===== config.mk =====
export PLATFORM = sky130hd
export DESIGN_NAME = pattern_dump_tx
export DESIGN_NICKNAME = d
export VERILOG_FILES = /design/src/rtl/pattern_dump_tx.sv
export SDC_FILE = /design/constraint.sdc
export NUM_CORES = 1
export LEC_CHECK = 0
export CORE_ASPECT_RATIO = 1.1
export CORE_MARGIN = 4
export CORE_UTILIZATION = 60
export CTS_CLUSTER_DIAMETER = 100
export DETAILED_ROUTE_END_ITERATION = 12
export PLACE_DENSITY = 0.83
export SLEW_MARGIN = 30
export SYNTH_ARGS = -nofsm -noshare
export SYNTH_HDL_FRONTEND = slang
export SYNTH_SLANG_ARGS = --single-unit

===== constraint.sdc =====
create_clock -name c_tx -period 9.65 [get_ports c_tx]
set_input_delay 1.93 -clock c_tx [delete_from_list [all_inputs] [get_ports c_tx]]
set_output_delay 1.93 -clock c_tx [all_outputs]
set_load 0.02 [all_outputs]

===== src/rtl/pattern_dump_tx.sv =====
`timescale 1ns/1ps
`default_nettype none
// +----------------------------------------------------------------------------+
// | Module   : pattern_dump_tx                                                 |
// | Purpose  : reads pattern words from BRAM and dumps them as a UART 8N1 frame |
// |            FA, len[15:8], len[7:0], 8 bytes/word MSB-first, [xor], FF       |
// | Option   : PATTERN_DUMP_CHECKSUM_EN adds an XOR-of-data byte before FF      |
// | Revision : 1.0  initial release                                            |
// +----------------------------------------------------------------------------+
module pattern_dump_tx #(
  parameter int CLKS_PER_BIT = 868,
  parameter int ADDR_W       = 10,
  parameter int RD_LAT       = 1
) (
  input  logic              c_tx,
  input  logic              reset,
  input  logic              start,
  input  logic [15:0]       length,
  input  logic [63:0]       dout,
  output logic [ADDR_W-1:0] ad,
  output logic              rd_en,
  output logic              txd,
  output logic              busy,
  output logic              done
);

  localparam int c_CW = (CLKS_PER_BIT > 1) ? $clog2(CLKS_PER_BIT) : 1;
  localparam logic [c_CW-1:0] c_CLK_MAX = c_CW'(CLKS_PER_BIT - 1);

  typedef enum logic [2:0] {
    S_IDLE = 3'd0,
    S_HDR  = 3'd1,
    S_DATA = 3'd2,
    S_CSUM = 3'd3,
    S_TRL  = 3'd4
  } state_t;

  state_t            r_state;
  state_t            w_state_nxt;
  state_t            w_tail_state;

  logic [9:0]        r_shift;
  logic [c_CW-1:0]   r_clk_cnt;
  logic [3:0]        r_bit_cnt;
  logic [2:0]        r_byte_idx;
  logic [15:0]       r_len;
  logic [16:0]       r_words;
  logic [16:0]       r_issued;
  logic [63:0]       r_next_word;
  logic [63:0]       r_cur_word;
  logic              r_nw_valid;
  logic              r_inflight;
  logic              r_rd_en;
  logic [RD_LAT-1:0] r_rd_pipe;
  logic [ADDR_W-1:0] r_ad;
  logic              r_done;

  logic              w_bit_end;
  logic              w_byte_end;
  logic              w_load;
  logic [7:0]        w_byte;
  logic [7:0]        w_word_byte;
  logic [7:0]        w_tail_byte;
  logic              w_finish;
  logic              w_consume;
  logic              w_issue;

  assign w_bit_end   = (r_clk_cnt == c_CLK_MAX);
  assign w_byte_end  = w_bit_end && (r_bit_cnt == 4'd9);
  assign w_word_byte = r_cur_word[{3'd6 - r_byte_idx, 3'b000} +: 8];

`ifdef PATTERN_DUMP_CHECKSUM_EN
  logic [7:0] r_csum;
  assign w_tail_state = S_CSUM;
  assign w_tail_byte  = r_csum;
`else
  assign w_tail_state = S_TRL;
  assign w_tail_byte  = 8'hFF;
`endif

  always_ff @(posedge c_tx) begin
    if (reset) r_state <= S_IDLE;
    else       r_state <= w_state_nxt;
  end

  // Every transition happens on a stop-bit end, loading the next byte at once
  always_comb begin
    w_state_nxt = r_state;
    w_load      = 1'b0;
    w_byte      = 8'hFF;
    w_finish    = 1'b0;
    w_consume   = 1'b0;
    case (r_state)
      S_IDLE: begin
        if (start) begin
          w_state_nxt = S_HDR;
          w_load      = 1'b1;
          w_byte      = 8'hFA;
        end
      end
      S_HDR: begin
        if (w_byte_end) begin
          w_load = 1'b1;
          if (r_byte_idx == 3'd0) begin
            w_byte = r_len[15:8];
          end else if (r_byte_idx == 3'd1) begin
            w_byte = r_len[7:0];
          end else if (r_len == 16'd0) begin
            w_state_nxt = w_tail_state;
            w_byte      = w_tail_byte;
          end else begin
            w_state_nxt = S_DATA;
            w_byte      = r_next_word[63:56];
            w_consume   = 1'b1;
          end
        end
      end
      S_DATA: begin
        if (w_byte_end) begin
          w_load = 1'b1;
          if (r_byte_idx != 3'd7) begin
            w_byte = w_word_byte;
          end else if (r_words == {1'b0, r_len}) begin
            w_state_nxt = w_tail_state;
            w_byte      = w_tail_byte;
          end else begin
            w_byte    = r_next_word[63:56];
            w_consume = 1'b1;
          end
        end
      end
`ifdef PATTERN_DUMP_CHECKSUM_EN
      S_CSUM: begin
        if (w_byte_end) begin
          w_state_nxt = S_TRL;
          w_load      = 1'b1;
          w_byte      = 8'hFF;
        end
      end
`endif
      S_TRL: begin
        if (w_byte_end) begin
          w_state_nxt = S_IDLE;
          w_finish    = 1'b1;
        end
      end
      default: w_state_nxt = S_IDLE;
    endcase
  end

  // Serializer: {stop, data, start} shifted out LSB first; ones fill behind
  always_ff @(posedge c_tx) begin
    if (reset) begin
      r_shift   <= 10'h3FF;
      r_clk_cnt <= '0;
      r_bit_cnt <= 4'd0;
    end else if (w_load) begin
      r_shift   <= {1'b1, w_byte, 1'b0};
      r_clk_cnt <= '0;
      r_bit_cnt <= 4'd0;
    end else if (r_state != S_IDLE) begin
      if (w_bit_end) begin
        r_clk_cnt <= '0;
        r_shift   <= {1'b1, r_shift[9:1]};
        r_bit_cnt <= r_bit_cnt + 4'd1;
      end else begin
        r_clk_cnt <= r_clk_cnt + c_CW'(1);
      end
    end
  end

  always_ff @(posedge c_tx) begin
    if (reset) begin
      r_byte_idx <= 3'd0;
      r_len      <= 16'd0;
      r_words    <= 17'd0;
      r_done     <= 1'b0;
    end else begin
      r_done <= w_finish;
      if (r_state == S_IDLE && start) begin
        r_len   <= length;
        r_words <= 17'd0;
      end else if (w_consume) begin
        r_words <= r_words + 17'd1;
      end
      if (w_load) begin
        if (w_state_nxt != r_state || r_byte_idx == 3'd7) r_byte_idx <= 3'd0;
        else                                              r_byte_idx <= r_byte_idx + 3'd1;
      end
    end
  end

`ifdef PATTERN_DUMP_CHECKSUM_EN
  always_ff @(posedge c_tx) begin
    if (reset) begin
      r_csum <= 8'h00;
    end else if (r_state == S_IDLE) begin
      r_csum <= 8'h00;
    end else if (w_load && w_state_nxt == S_DATA) begin
      r_csum <= r_csum ^ w_byte;
    end
  end
`endif

  // Prefetch: keep one word staged ahead so each word's first byte never waits
  assign w_issue = (r_state != S_IDLE) && !r_nw_valid && !r_inflight &&
                   (r_issued < {1'b0, r_len});

  always_ff @(posedge c_tx) begin
    if (reset || w_finish || r_state == S_IDLE) begin
      r_rd_en     <= 1'b0;
      r_rd_pipe   <= '0;
      r_ad        <= '0;
      r_issued    <= 17'd0;
      r_nw_valid  <= 1'b0;
      r_inflight  <= 1'b0;
      r_next_word <= 64'd0;
      r_cur_word  <= 64'd0;
    end else begin
      r_rd_en      <= w_issue;
      r_rd_pipe[0] <= r_rd_en;
      for (int i = 1; i < RD_LAT; i++) r_rd_pipe[i] <= r_rd_pipe[i-1];
      if (w_issue) begin
        r_ad       <= r_issued[ADDR_W-1:0];
        r_issued   <= r_issued + 17'd1;
        r_inflight <= 1'b1;
      end
      if (r_rd_pipe[RD_LAT-1]) begin
        r_next_word <= dout;
        r_nw_valid  <= 1'b1;
        r_inflight  <= 1'b0;
      end
      if (w_consume) begin
        r_cur_word <= r_next_word;
        r_nw_valid <= 1'b0;
      end
    end
  end

  assign txd   = r_shift[0];
  assign busy  = (r_state != S_IDLE);
  assign done  = r_done;
  assign ad    = r_ad;
  assign rd_en = r_rd_en;

endmodule
`default_nettype wire

==> run summary, run 1 <==
Overall Global Routing Usage - 24.8%
Gate count of the mapped netlist - 1168
Die height - 144 um
Crit end category - register
Synth top area share - 44.4%
Final Hold Viols - 0
Max H-tree Level - 1
# setup viols final - 0
Row count - 49
Hpwl dp - 16100 um
Max Fclk - 249 MHz
Clock Sink Count - 222
Layout area overhead - 17.7%
PD cells - 169 nW/um^2
Ys Warns - 0
Post-route ant nets - 0
Crit Reg-Reg Endpoint - r_words[3]$_SDFFE_PP0P_
Core Box Area - 16400 um^2
Combinational Power Share - 6.7%
Longest Clk Path Bufs - 3
Post-Syn Area - 10000 um^2
Synth cell count leaders - dfxtp_1, nand2_1, a21oi_1
Clock Power Share - 46.4%
Area of the die - 18800 um^2
Sequential power share - 46.9%
Worst Reg-to-Reg Cells - 8
Initial DRT Pass Iterations - 5
Global-route wire length before repair - 39600 um
Required time of the critical path - 10.01 ns
Final worst path period share - 41.7%
Synth Register Bits - 222
Pre-CTS setup slack - 5.18 ns
Mapped Nets - 1275
Switching power - 460 uW
DRC Markers - 0
Placer Congestion - 0.868
Root Driver - clkbuf_16
RSZ-0062 raised after global routing - false
Max-cap violations - 0
Fraction of registers with async set/reset - 0%
R2r setup slk - 5.84 ns
Synth Area in Simple Gates - 20.7%
Post-synth EDFFs - 0
Final instance area - 11800 um^2
GR met3 Demand/Resource - 3.64%
Average wire per standard cell - 16.9 um
Syn Area/Cell - 8.58 um^2
Final Worst Setup Slack - 5.63 ns
Sequential element share of the synthesized area - 44.4%
I/O pin cnt - 97
# port buffers - 96
Compound-cell area share of the yosys netlist - 13.9%
Top_reg_cell synth - dfxtp_1
Min-Delay Endpoint - r_cur_word[22]$_SDFFE_PP0P_
GR Util met2 - 42.0%
Via density - 5.98
Post-CTS setup repair buffer count - 0
Final min period - 4.02 ns
Synth cell types - 54
Pleak - 3.82 nW
Vias in the first global route - 8105
Main area contributors after synthesis - dfxtp_1, nand2_1, a21oi_1
Nets - 1323
Global route hottest layer - met2
Sw frac - 23.1%
Antenna Cells - 0
Worst Path Max Fanout - 85
Total grt overflow - 0
Post-synthesis mux area share - 11.3%
Main combinational cell family by area after synthesis - simple AND/OR/NAND/NOR gates
Fillers - 1230
Pins Over Slew Limit - 0
Worst skew pair latency - 0.50 ns
Resized cells post-CTS - 0
Min-delay worst type - reg2reg
Worst-Margin Slew - 1.02 ns
Antenna violations before repair - 0
WS Path Type - in2reg
Reg2Reg Launch Point - r_byte_idx[0]$_SDFFE_PP0P_
VDD IR max - 0.000142 V
Share of layout cells above drive strength 1 - 6.74%
Cell accounting for the most synthesized area - dfxtp_1
Setup TNS - 0 ns
Routed WL - 24200 um
Synth Area in XOR/XNOR - 2.62%
Cell-internal power - 1.54 mW
DIE WIDTH - 131 um
Most frequent cell after synthesis - dfxtp_1
Met1 Use GR - 32.0%
Clock skew - 0.0139 ns
DRT iter0 DRCs - 723
Slew margin rel. - 31.7%
Initial Util - 61.2%
CTS clk-pin slew, worst paths - 0.07 ns
Worst Path Arrival - 4.38 ns
CTS tree - built
Hold path depth - 2
Adder-cell share of the synthesized area - 3.00%
Largest net degree at the start of global routing - 86
Crit path launch type - primary input
HP Start - r_cur_word[22]$_SDFFE_PP0P_
Area post-placement - 11000 um^2
TritonCTS buffer count - 23
Post-CTS Hold Fix Bufs - 0
Status - finished, final reports clean
Routed via count - 8575
[cell type report]
cell class / count / area, um^2 / share of cell area (%)
Clock buffer: 28 / 634 / 5.38
Multi-Input combinational cell: 841 / 5180 / 44.0
Timing Repair Buffer: 104 / 1020 / 8.66
Tap cell: 204 / 255 / 2.17
Inverter: 24 / 90.1 / 0.764
Clock inverter: 12 / 158 / 1.34
Sequential cell: 222 / 4450 / 37.7
[power groups by stage]
stage          Sequential [mW]  Combinational [mW]  Clock, mW
6_report                 0.936               0.133      0.926
2_1_floorplan            0.950              0.0787          0
4_1_cts                  0.936               0.132      0.934
5_1_grt                  0.937               0.145      0.975
3_5_place_dp             0.956               0.131          0
3_3_place_gp             0.956               0.129          0
[cell usage in the layout, fill, tap and decap left out, types with 3 or more instances in the layout]
| cell type | count |
|---|---|
| and3_1 | 4 |
| nand4_1 | 12 |
| a211oi_1 | 12 |
| nor3_1 | 9 |
| or3_1 | 15 |
| nor4_1 | 11 |
| xor2_1 | 25 |
| mux2i_1 | 70 |
| a21o_1 | 8 |
| nand2b_1 | 4 |
| nand3_1 | 27 |
| xnor2_1 | 5 |
| clkbuf_16 | 23 |
| nor2_1 | 108 |
| mux2_2 | 6 |
| a31oi_1 | 9 |
| nor3b_1 | 7 |
| and4_1 | 5 |
| o31ai_1 | 15 |
| clkbuf_8 | 4 |
| nand3b_1 | 6 |
| dfxtp_1 | 221 |
| o21ai_0 | 26 |
| bufinv_16 | 3 |
| clkinv_2 | 3 |
| inv_1 | 23 |
| o21ai_1 | 6 |
| and2_1 | 7 |
| or4_1 | 16 |
| o32ai_1 | 8 |
| ha_1 | 24 |
| mux4_2 | 16 |
| clkdlybuf4s50_1 | 96 |
| a21oi_1 | 143 |
| nand2_1 | 213 |
| buf_4 | 8 |
[state kept, by name, summed over array words and instances, names as in the netlist]
signal / cells
ad: 10
done: 1
r_bit_cnt: 4
r_byte_idx: 3
r_clk_cnt: 10
r_cur_word: 64
r_inflight: 1
r_issued: 17
r_len: 16
r_next_word: 64
r_nw_valid: 1
r_rd_pipe: 1
r_shift: 9
r_state: 3
r_words: 17
rd_en: 1
[kinds of logic after synthesis]
group                    Yosys count
multiplexers                      92
XOR/XNOR                          30
buffers and inverters            105
AND/OR/NAND/NOR                  455
flip-flops                       222
AO/OA/AOI/OAI                    240
adder cells (fa/ha/maj)           24
[critical path: stages]
cell and delay (ns):
clkdlybuf4s50_1 0.46, buf_4 0.30, or2_4 0.79, buf_4 0.70, nor2_1 0.12
[through the flow]
step	cells	utilization (%)	total power [mW]	hold slack, ns
6_report	1435	72.0	1.99	0.453
5_1_grt	1435	72.0	2.06	0.470
4_1_cts	1435	72.0	2.00	0.453
3_5_place_dp	1395	67.2	1.09	0.445
3_3_place_gp	1395	67.1	1.09	0.437
2_1_floorplan	1168	-	1.03	0.429
[layer usage]
metal / wire [um] / vias to the layer above / share of wire, %
met3: 1340 / 76 / 5.5
met2: 11600 / 288 / 48
li1: - / 4172 / -
met1: 10300 / 4039 / 43
met5: 0 / - / 0
met4: 979 / 0 / 4.0
[worst max-delay path by stage]
stage | start | to | slack [ns] | cells after the start
finish | reset | r_next_word[0]$_SDFFE_PP0P_ | 5.63 | 5
global route | reset | r_next_word[21]$_SDFFE_PP0P_ | 5.48 | 5
CTS | reset | r_next_word[30]$_SDFFE_PP0P_ | 5.69 | 5
detailed placement | reset | r_next_word[0]$_SDFFE_PP0P_ | 5.18 | 5
global placement | reset | r_next_word[27]$_SDFFE_PP0P_ | 5.18 | 5
floorplan | r_byte_idx[0]$_SDFFE_PP0P_ | r_shift[2]$_SDFFE_PP1P_ | 6.36 | 10
No activity file was read; power rests on OpenSTA's default activity.
==> inputs of run 2 (changes only) <==
CORE_UTILIZATION = 52   (was 60)
PLACE_DENSITY = 0.77   (was 0.83)
clock period = 3.4 ns   (was 9.65 ns; I/O delays follow)
==> run summary, run 2 (synthesis gave the netlist of run 1 again) <==
Status - finished, final reports clean
Total Power - 5.88 mW
Worst Path Max Fanout - 8
Worst-Margin Slew - 0.705 ns
Initial Util - 53.7%
Placed Instances - 1445
RSZ-0062 raised after global routing - false
Final Hold Viols - 0
Clock Sink Count - 222
Post-CTS setup repair buffer count - 0
Final instance area - 12100 um^2
Row count - 52
Longest Clk Path Bufs - 3
Resized cells post-CTS - 0
Global-route wire length before repair - 40600 um
Met2 wire length - 12200 um
Pre-CTS setup slack - 0.528 ns
Max Fclk - 342 MHz
Worst skew pair latency - 0.51 ns
# port buffers - 96
WS Path Type - reg2out
DIE WIDTH - 140 um
Area of the die - 21600 um^2
Met1 WL - 10500 um
Crit end category - primary output
Overall Global Routing Usage - 22.1%
DRT iter0 DRCs - 642
Antenna violations before repair - 0
Layout area overhead - 20.4%
Slew margin rel. - 53.0%
Post-route ant nets - 0
VDD IR max - 0.000392 V
Final Worst Setup Slack - 0.476 ns
Placer Congestion - 0.927
Vias in the first global route - 8191
Met3 wire len - 1210 um
Clock skew - 0.00692 ns
Nets - 1335
DRC Markers - 0
Initial DRT Pass Iterations - 7
Area post-placement - 11200 um^2
# setup viols final - 0
Routed WL - 24700 um
Max-cap violations - 0
Commonest non-fill, non-tap cell in the layout - dfxtp_1
I/O pin cnt - 97
Share of layout cells above drive strength 1 - 7.79%
Non-Filler Instances - 1488
Final min period - 2.92 ns
Hpwl dp - 17400 um
Worst Path Arrival - 2.24 ns
Pleak - 3.94 nW
Core Box Area - 18700 um^2
Antenna Cells - 0
TritonCTS buffer count - 23
Post-CTS Hold Fix Bufs - 0
Average wire per standard cell - 16.6 um
Min-delay worst type - reg2reg
Highest metal used - met4
Final worst path period share - 86.0%
Max H-tree Level - 1
Via density - 5.73
PD cells - 487 nW/um^2
Largest net degree at the start of global routing - 70
Most frequent cells in the layout - dfxtp_1, nand2_1, a21oi_1
Root Driver - clkbuf_16
Total grt overflow - 0
Largest registers - r_cur_word (64), r_next_word (64)
Die height - 154 um
CTS clk-pin slew, worst paths - 0.06 ns
Required time of the critical path - 2.72 ns
Setup TNS - 0 ns
Routed via count - 8528
CTS tree - built
Crit path launch type - register
Pins Over Slew Limit - 0
==> run 2: changes by cell type in the layout (fill, tap and decap cells not counted), sizes merged <==
cell / delta
buf: +12
inv: -1
bufinv: +3
==> run 2: routing by layer <==
layer  track usage, %  vias up
met2             37.9      232
met1             28.8     4028
met4             7.52        0
li1                 -     4209
met5                0        -
met3             3.04       59
==> run 2: area by class of cell <==
type                       instances  area [um^2]
sequential                       222         4450
inverter                          24         90.1
multi-input combinational        841         5180
fill                            1554         6610
clock inverter                    14          229
clock buffer                      28          634
tap                              243          304
timing repair buffer             116         1180
==> run 2: path summary, 6_finish.rpt <==
| check | to | slack (ns) | from | depth (start not counted) |
|---|---|---|---|---|
| hold reg to reg | r_cur_word[22]$_SDFFE_PP0P_ | 0.46 | r_cur_word[22]$_SDFFE_PP0P_ | 2 |
| setup reg to reg | r_next_word[13]$_SDFFE_PP0P_ | 0.49 | r_clk_cnt[0]$_SDFFE_PP0N_ | 7 |
| setup / recovery | busy | 0.48 | r_state[1]$_SDFF_PP0_ | 3 |
| hold / removal | r_cur_word[22]$_SDFFE_PP0P_ | 0.46 | r_cur_word[22]$_SDFFE_PP0P_ | 2 |
==> run 2: per-stage QoR <==
stage	hold WS, ns	util, %
floorplan	0.429	-
global placement	0.435	59.9
detailed placement	0.444	59.9
CTS	0.452	64.5
global route	0.473	64.6
finish	0.455	64.6
==> run 2: critical path, stage by stage (launching register included) <==
cell	delay, ns
dfxtp_1	0.40
nor3_2	0.51
inv_1	0.23
clkdlybuf4s50_1	0.59
==> run 2: power breakdown <==
group          total [mW]  internal, mW  switching (mW)
combinational       0.397         0.184           0.213
clock                2.83          1.78            1.04
sequential           2.66          2.62          0.0361
total                5.88          4.59            1.29
